## src/rtl/pwm_pkg.sv

```systemverilog
// Shared PWM types and defaults, also used by the triangle-wave duty generator.
package pwm_pkg;

   localparam int DUTY_W_DEF = 7;
   localparam int PERIOD_DEF = 64;

   typedef logic [DUTY_W_DEF-1:0] duty_t;

   // Dead-time driver states: both off, high side on, low side on.
   typedef enum logic [1:0] {
      LOW_BOTH  = 2'd0,
      HIGH_SIDE = 2'd1,
      LOW_SIDE  = 2'd2
   } dt_state_e;

   typedef struct packed {
      logic hi;
      logic lo;
   } pwm_pair_t;

endpackage

```

## src/rtl/pwm_deadtime_ins.sv

```systemverilog
// Half-bridge dead-time inserter: turns raw/gate into a non-overlapping output pair.
// Compiled only when PWM_DEADTIME_EN is defined.
`ifdef PWM_DEADTIME_EN
module pwm_deadtime_ins
   import pwm_pkg::*;
#(
   parameter int DEADTIME = 2
) (
   input  logic      sysclk,
   input  logic      reset,
   input  logic      raw,
   input  logic      gate,
   output pwm_pair_t drv
);

   localparam logic [2:0] DT = 3'(DEADTIME);

   dt_state_e  state, state_nxt;
   logic [2:0] cnt, cnt_nxt;
   logic       raw_q;

   always_ff @(posedge sysclk) begin
      if (reset) begin
         state <= LOW_BOTH;
         cnt   <= '0;
         raw_q <= 1'b0;
      end else begin
         state <= state_nxt;
         cnt   <= cnt_nxt;
         raw_q <= raw;
      end
   end

   // Any raw edge seen while both sides are off restarts the dead-time,
   // so a pulse shorter than DEADTIME never reaches either side.
   always_comb begin
      state_nxt = state;
      cnt_nxt   = cnt;
      if (!gate) begin
         state_nxt = LOW_BOTH;
         cnt_nxt   = '0;
      end else begin
         case (state)
            HIGH_SIDE: if (!raw) begin
               state_nxt = LOW_BOTH;
               cnt_nxt   = 3'd1;
            end
            LOW_SIDE: if (raw) begin
               state_nxt = LOW_BOTH;
               cnt_nxt   = 3'd1;
            end
            default: begin
               if (raw != raw_q)
                  cnt_nxt = 3'd1;
               else if (cnt >= DT)
                  state_nxt = raw ? HIGH_SIDE : LOW_SIDE;
               else
                  cnt_nxt = cnt + 3'd1;
            end
         endcase
      end
   end

   always_comb begin
      drv = '0;
      case (state)
         HIGH_SIDE: drv.hi = 1'b1;
         LOW_SIDE:  drv.lo = 1'b1;
         default:   drv    = '0;
      endcase
   end

endmodule
`endif

```

## src/rtl/pwm_duty_driver.sv

```systemverilog
// Fixed-frequency PWM with period-boundary double-buffered duty and glitch-free enable.
// Define PWM_DEADTIME_EN to drive the complementary pair through a dead-time inserter.
module pwm_duty_driver
   import pwm_pkg::*;
#(
   parameter int PERIOD   = PERIOD_DEF,
   parameter int DUTY_W   = DUTY_W_DEF,
   parameter int DEADTIME = 2
) (
   input  logic              sysclk,
   input  logic              reset,
   input  logic              Enable_SW,
   input  logic [DUTY_W-1:0] Duty_Input,
   output logic              pwm_out,
   output logic              pwm_out_n,
   output logic              period_strt
);

   localparam int               CNT_W    = $clog2(PERIOD);
   localparam int               CMP_W    = DUTY_W + 1;
   localparam logic [CNT_W-1:0] LAST     = CNT_W'(PERIOD - 1);
   localparam logic [CMP_W-1:0] PERIOD_C = CMP_W'(PERIOD);

   logic [CNT_W-1:0]  count;
   logic [DUTY_W-1:0] duty_sh;
   logic [CMP_W-1:0]  duty_clamp;
   logic              gate, raw, at_last;
   pwm_pair_t         pair;

   assign at_last    = (count == LAST);
   assign duty_clamp = ({1'b0, Duty_Input} > PERIOD_C) ? PERIOD_C : {1'b0, Duty_Input};
   assign raw        = (CMP_W'(count) < {1'b0, duty_sh});

   // Duty and gate both change only at the wrap so a period is never cut short
   // on re-enable; disable is allowed to drop the output immediately.
   always_ff @(posedge sysclk) begin
      if (reset) begin
         count       <= '0;
         duty_sh     <= '0;
         gate        <= 1'b0;
         period_strt <= 1'b0;
      end else begin
         count       <= at_last ? '0 : count + CNT_W'(1);
         period_strt <= (count == '0);
         if (at_last)
            duty_sh <= duty_clamp[DUTY_W-1:0];
         if (!Enable_SW)
            gate <= 1'b0;
         else if (at_last)
            gate <= 1'b1;
      end
   end

`ifdef PWM_DEADTIME_EN
   pwm_deadtime_ins #(
      .DEADTIME (DEADTIME)
   ) u_deadtime (
      .sysclk (sysclk),
      .reset  (reset),
      .raw    (raw),
      .gate   (gate),
      .drv    (pair)
   );
`else
   localparam logic [2:0] DT_UNUSED = 3'(DEADTIME);
   logic unused_deadtime;
   assign unused_deadtime = ^DT_UNUSED;

   always_ff @(posedge sysclk) begin
      if (reset) begin
         pair <= '0;
      end else begin
         pair.hi <= raw & gate;
         pair.lo <= ~raw & gate;
      end
   end
`endif

   assign pwm_out   = pair.hi;
   assign pwm_out_n = pair.lo;

endmodule

```

## config.mk

```make
export PLATFORM = sky130hd
export DESIGN_NAME = pwm_duty_driver
export DESIGN_NICKNAME = d
export VERILOG_FILES = /design/src/rtl/pwm_pkg.sv /design/src/rtl/pwm_deadtime_ins.sv /design/src/rtl/pwm_duty_driver.sv
export SDC_FILE = /design/constraint.sdc
export NUM_CORES = 1
export LEC_CHECK = 0
export BUFFER_PORTS_ARGS = -buffer_cell sky130_fd_sc_hd__buf_2
export CORE_MARGIN = 5
export CORE_UTILIZATION = 53
export DETAILED_ROUTE_END_ITERATION = 16
export PLACE_DENSITY_LB_ADDON = 0.2
export SYNTH_ARGS = -nofsm -noshare
export SYNTH_HDL_FRONTEND = slang
export SYNTH_SLANG_ARGS = --single-unit
```

## constraint.sdc

```tcl
create_clock -name sysclk -period 1.65 [get_ports sysclk]
set_input_delay 0.165 -clock sysclk [delete_from_list [all_inputs] [get_ports sysclk]]
set_output_delay 0.165 -clock sysclk [all_outputs]
set_load 0.03 [all_outputs]
```

# ---- After elaboration in Yosys (flattened, before gate mapping)
# Index checks and enable logic that the tools add are counted.
dict set report totals {
  regBits 17
  inputBits 10
  output_inout_bits 3
}
dict set report classes {
  n_reduce_logical 3
  n_addsub 1
  muxes 1
  eq_ne 1
  n_bitwise 4
  magnitude_cmp 2
}
# operator count
set op_table {}
lappend op_table {{$gt A7 B7 Y1 const B} 1}
lappend op_table {{$lt A6 B7 Y1} 1}
lappend op_table {{$mux W7} 1}
lappend op_table {{$add A6 B1 Y6 const B} 1}
lappend op_table {{$eq A6 B6 Y1 const B} 1}
lappend op_table {{$logic_not A6 Y1} 1}
lappend op_table {{$reduce_or A2 Y1} 2}
lappend op_table {{$and A1 B1 Y1} 2}
lappend op_table {{$not A1 Y1} 2}

# ---- Logic depth before layout (Yosys ltp)
dict set report depth {
  depth_word 3
  depth_mapped 5
}

# ---- Worst setup path after synthesis
# No wires, ideal clock.
dict set report synth_path {
  path_type {reg2reg}
  start {register count[4]}
  end {register pair, in the netlist pwm_out_n}
  required_ns 1.534
  setup_time_ns 0.116
  synth_period_minus_slack_ns 1.313
  path_stages_with_launch 5
  slack_ns 0.337
  arrival_time_ns 1.196
  path_cell_list {dfxtp_1 > ha_1 > a211oi_1 > nor4b_1 > a41o_1}
}
dict set report synth_via {
  elab_chain_len 3
}
# item line_no
set synth_rtl {}
lappend synth_rtl {{from (decl)} pwm_duty_driver.sv:24} ;# logic [CNT_W-1:0] count;
lappend synth_rtl {{from (signal assigned)} pwm_duty_driver.sv:43} ;# count <= at_last ? '0 : count + CNT_W'(1);
lappend synth_rtl {{$lt A6 B7 Y1} pwm_duty_driver.sv:32} ;# assign raw = (CMP_W'(count) < {1'b0, duty_sh});
lappend synth_rtl {{$not A1 Y1} pwm_duty_driver.sv:74} ;# pair.lo <= ~raw & gate;
lappend synth_rtl {{$and A1 B1 Y1} pwm_duty_driver.sv:74}
lappend synth_rtl {{to (decl)} pwm_duty_driver.sv:28} ;# pwm_pair_t pair;
# No other way between the ends.
# A chain may end at the register's enable or synchronous reset.

# ---- Worst setup path in the final report
# Ends and elaborated chain as after synthesis.

==> results by group <==
Outcome
  • Status: completed

Die
  • Die ar.: 2430 um^2
  • Die height: 49.3 um
  • Initial core utilization: 55.0%
  • Die Wd: 49.3 um
  • Std-Cell Rows: 14
  • Io pins: 13
  • Core area: 1490 um^2

Clock network
  • CTS Buf Count: 3
  • Clock slew at reported path FFs: 0.09 ns
  • CTS tree: yes
  • Postcts setup bufs: 0
  • Hold_buf cts: 0
  • Root buffer cell: clkbuf_4
  • Worst-Skew Late Latency: 0.29 ns
  • Num Clock Sinks: 17
  • PostCTS Resize Cnt: 0
  • H-tree depth: 1
  • Clk buf depth: 2

Logic synthesis
  • Post-synthesis async set-or-reset flop share: 0%
  • YS warnings: 0
  • Post-Synth Simple-Gate Area: 23.5%
  • Dominant cell type by area after synthesis: dfxtp_1
  • Seq/Total Area, Yosys: 41.5%
  • Commonest register cell after synthesis: dfxtp_1
  • Main combinational cell family by area after synthesis: simple AND/OR/NAND/NOR gates
  • Post-Syn Area: 820 um^2
  • Avg Inst Size Synth: 9.11 um^2
  • Top cell type's share of synthesized area: 41.5%
  • Mux contribution to synthesized area: 0%
  • Synth Area in Compound Gates: 16.3%
  • Xor-xnor portion of the synthesized cell area: 3.21%
  • Net Count, Synth: 107
  • Distinct cells, synth: 27
  • Mapped Cells: 90
  • Number of synthesized register bits: 17
  • Post-synth top cells: 17 x dfxtp_1, 9 x a21oi_1, 9 x o21ai_0
  • Synth top area cells: dfxtp_1 42%, ha_1 11%, nand4b_1 6.4%, a21oi_1 5.5%, o21ai_0 5.5%
  • Adder-cell share of the synthesized area: 10.7%
  • Count leader, synth: dfxtp_1
  • Post-synth EDFFs: 0

STA
  • Final setup vio count: 0
  • Tmin final: 1.44 ns
  • Worst-margin pin slew: 0.320 ns
  • RSZ-0062 raised after global routing: no
  • Rel. slew slack: 78.6%
  • Hold Slack: 0.121 ns
  • FMAX: 0.693 GHz
  • Fin Setup TNS: 0 ns
  • Setup Skew: 0.00863 ns
  • Fin crit share: 87.4%
  • Final Hold Fails: 0
  • Final slew viol count: 0

Pwr
  • Pwr dens: 768 nW/um^2
  • Maximum vdd drop: 529 uV
  • Leakage power: 0.000344 uW

Setup path
  • CP endpoint kind: flip-flop
  • Crit-path slowest cell: dfxtp_1
  • Cell chain of the critical path: ha_1 > a211oi_1 > nor4b_1 > a41o_1
  • Crit Path Category: flip-flop to flip-flop
  • Worst path max stage delay: 0.45 ns
  • Critical Path Fanout Max: 6
  • Worst EP arrival: 1.64 ns
  • Worst setup path startpoint: count[4]$_SDFF_PP0_
  • Req. time, crit path: 1.85 ns
  • Reg2reg start: count[4]$_SDFF_PP0_
  • Worst reg-to-reg path cell count: 4
  • Startpoint types: flip-flop

GRT
  • GR met1 Demand/Resource: 17.9%
  • Met3 GRT Util: 7.34%
  • Wire length of the first global-routing pass: 2990 um
  • Largest net degree at the start of global routing: 17
  • Met2 Use GR: 25.3%
  • Vias in the first global route: 726
  • Overflow after GRT: 0
  • Initial antenna violation count: 0
  • Tot GR Track Use: 15.7%
  • Top Usage Layer GRT: met2

Finish
  • Area of the multi-input gates: 440 um^2
  • Share of layout cells above drive strength 1: 17.5%
  • Filler Cell Count: 136
  • Final #Nets: 121
  • Synthesis-to-layout area growth: 11.5%
  • FF+latch area: 340 um^2
  • Inserted Diodes: 0

Hold path
  • Hold path depth: 2
  • Worst hold path startpoint: Enable_SW
  • Hold Path Class: input port to flip-flop

Detailed routing
  • Routed via count: 696
  • Residual DRC: 0
  • Number of vias per cell: 5.85
  • Drt total wl: 1630 um
  • 1st-iter DRT viols: 1
  • Detailed Routing Iterations Pass 1: 4
  • Routed wire per std cell: 13.7 um
  • Routed Antenna Nets: 0

Placement
  • Detail Placement HPWL: 1250 um
  • Port Buffers: 12
  • Routability congestion estimate from global placement: 0.792

Flow run
  • Max_cap viols: 0
## power by group
group          internal [uW]  switching [uW]  total (uW)
combinational           27.1            30.5        57.6
sequential               419            9.67         428
clock                   94.2             122         216
total                    540             162         702
## through the flow
stage | worst slack (ns) | std cells | utilization (%) | total power, uW | area (um^2)
CTS | 0.215 | 119 | 61.3 | 714 | 913
detailed placement | 0.228 | 115 | 59.6 | 497 | 887
global placement | 0.291 | 115 | 59.6 | 493 | 887
floorplan | 0.337 | 90 | - | 471 | 820
finish | 0.208 | 119 | 61.3 | 702 | 913
global route | 0.112 | 119 | 61.3 | 744 | 913
## registers in the layout, indices dropped and copies added (netlist names)
| register | count |
|---|---|
| gate | 1 |
| period_strt | 1 |
| pwm_out | 1 |
| pwm_out_n | 1 |
| count | 6 |
| duty_sh | 7 |
## worst max-delay path: cells and delay by family, from the launching register on
kind / cells / cell delay [ns]
AOI/OAI and AO/OA: 2 / 0.52
DFF: 1 / 0.45
adders and majority gates: 1 / 0.28
and+or+nand+nor: 1 / 0.10
## cells in the final DEF, fill, tap and decap left out, drive strengths merged
cell type and instances:
nor3b 2, a211oi 2, or3 1, and2 2
a21oi 9, clkbuf 4, nor2 4, or4b 1
o21ai 9, nor4b 1, nor3 3, a41o 1
nand3 3, ha 7, nand4b 6, xor2 1
buf 12, inv 7, nor2b 3, a31oi 1
o31ai 1, and3 1, nand2 3, xnor2 2
dfxtp 17
## final cells by class
cell class                      instances  share of cell area (%)
Multi-Input combinational cell         63                    48.2
Inverter                                7                    2.88
Timing Repair Buffer                   12                    6.58
Clock buffer                            4                    2.88
Sequential cell                        17                    37.3
Tap cell                               16                    2.19
## cell families after synthesis
logic type               count (synthesis)
buffers and inverters                   10
flip-flops                              17
adder cells (fa/ha/maj)                  7
XOR/XNOR                                 3
AND/OR/NAND/NOR                         30
AO/OA/AOI/OAI                           23
## final timing paths
path,endpoint,slack (ns)
hold / removal,gate$_SDFFE_PP0N_,0.12
hold reg to reg,duty_sh[0]$_SDFFE_PP0N_,0.48
setup reg to reg,pwm_out_n$_SDFF_PP0_,0.21
setup / recovery,pwm_out_n$_SDFF_PP0_,0.21
## layer usage
layer  wire, um  share of wire [%]  vias to the layer above
met5          0                  0                        -
met4         14               0.86                        0
met3         94                5.8                        3
met2        821                 50                       14
met1        701                 43                      330
li1           -                  -                      349
Note: power is estimated with default switching activity, not from simulation.
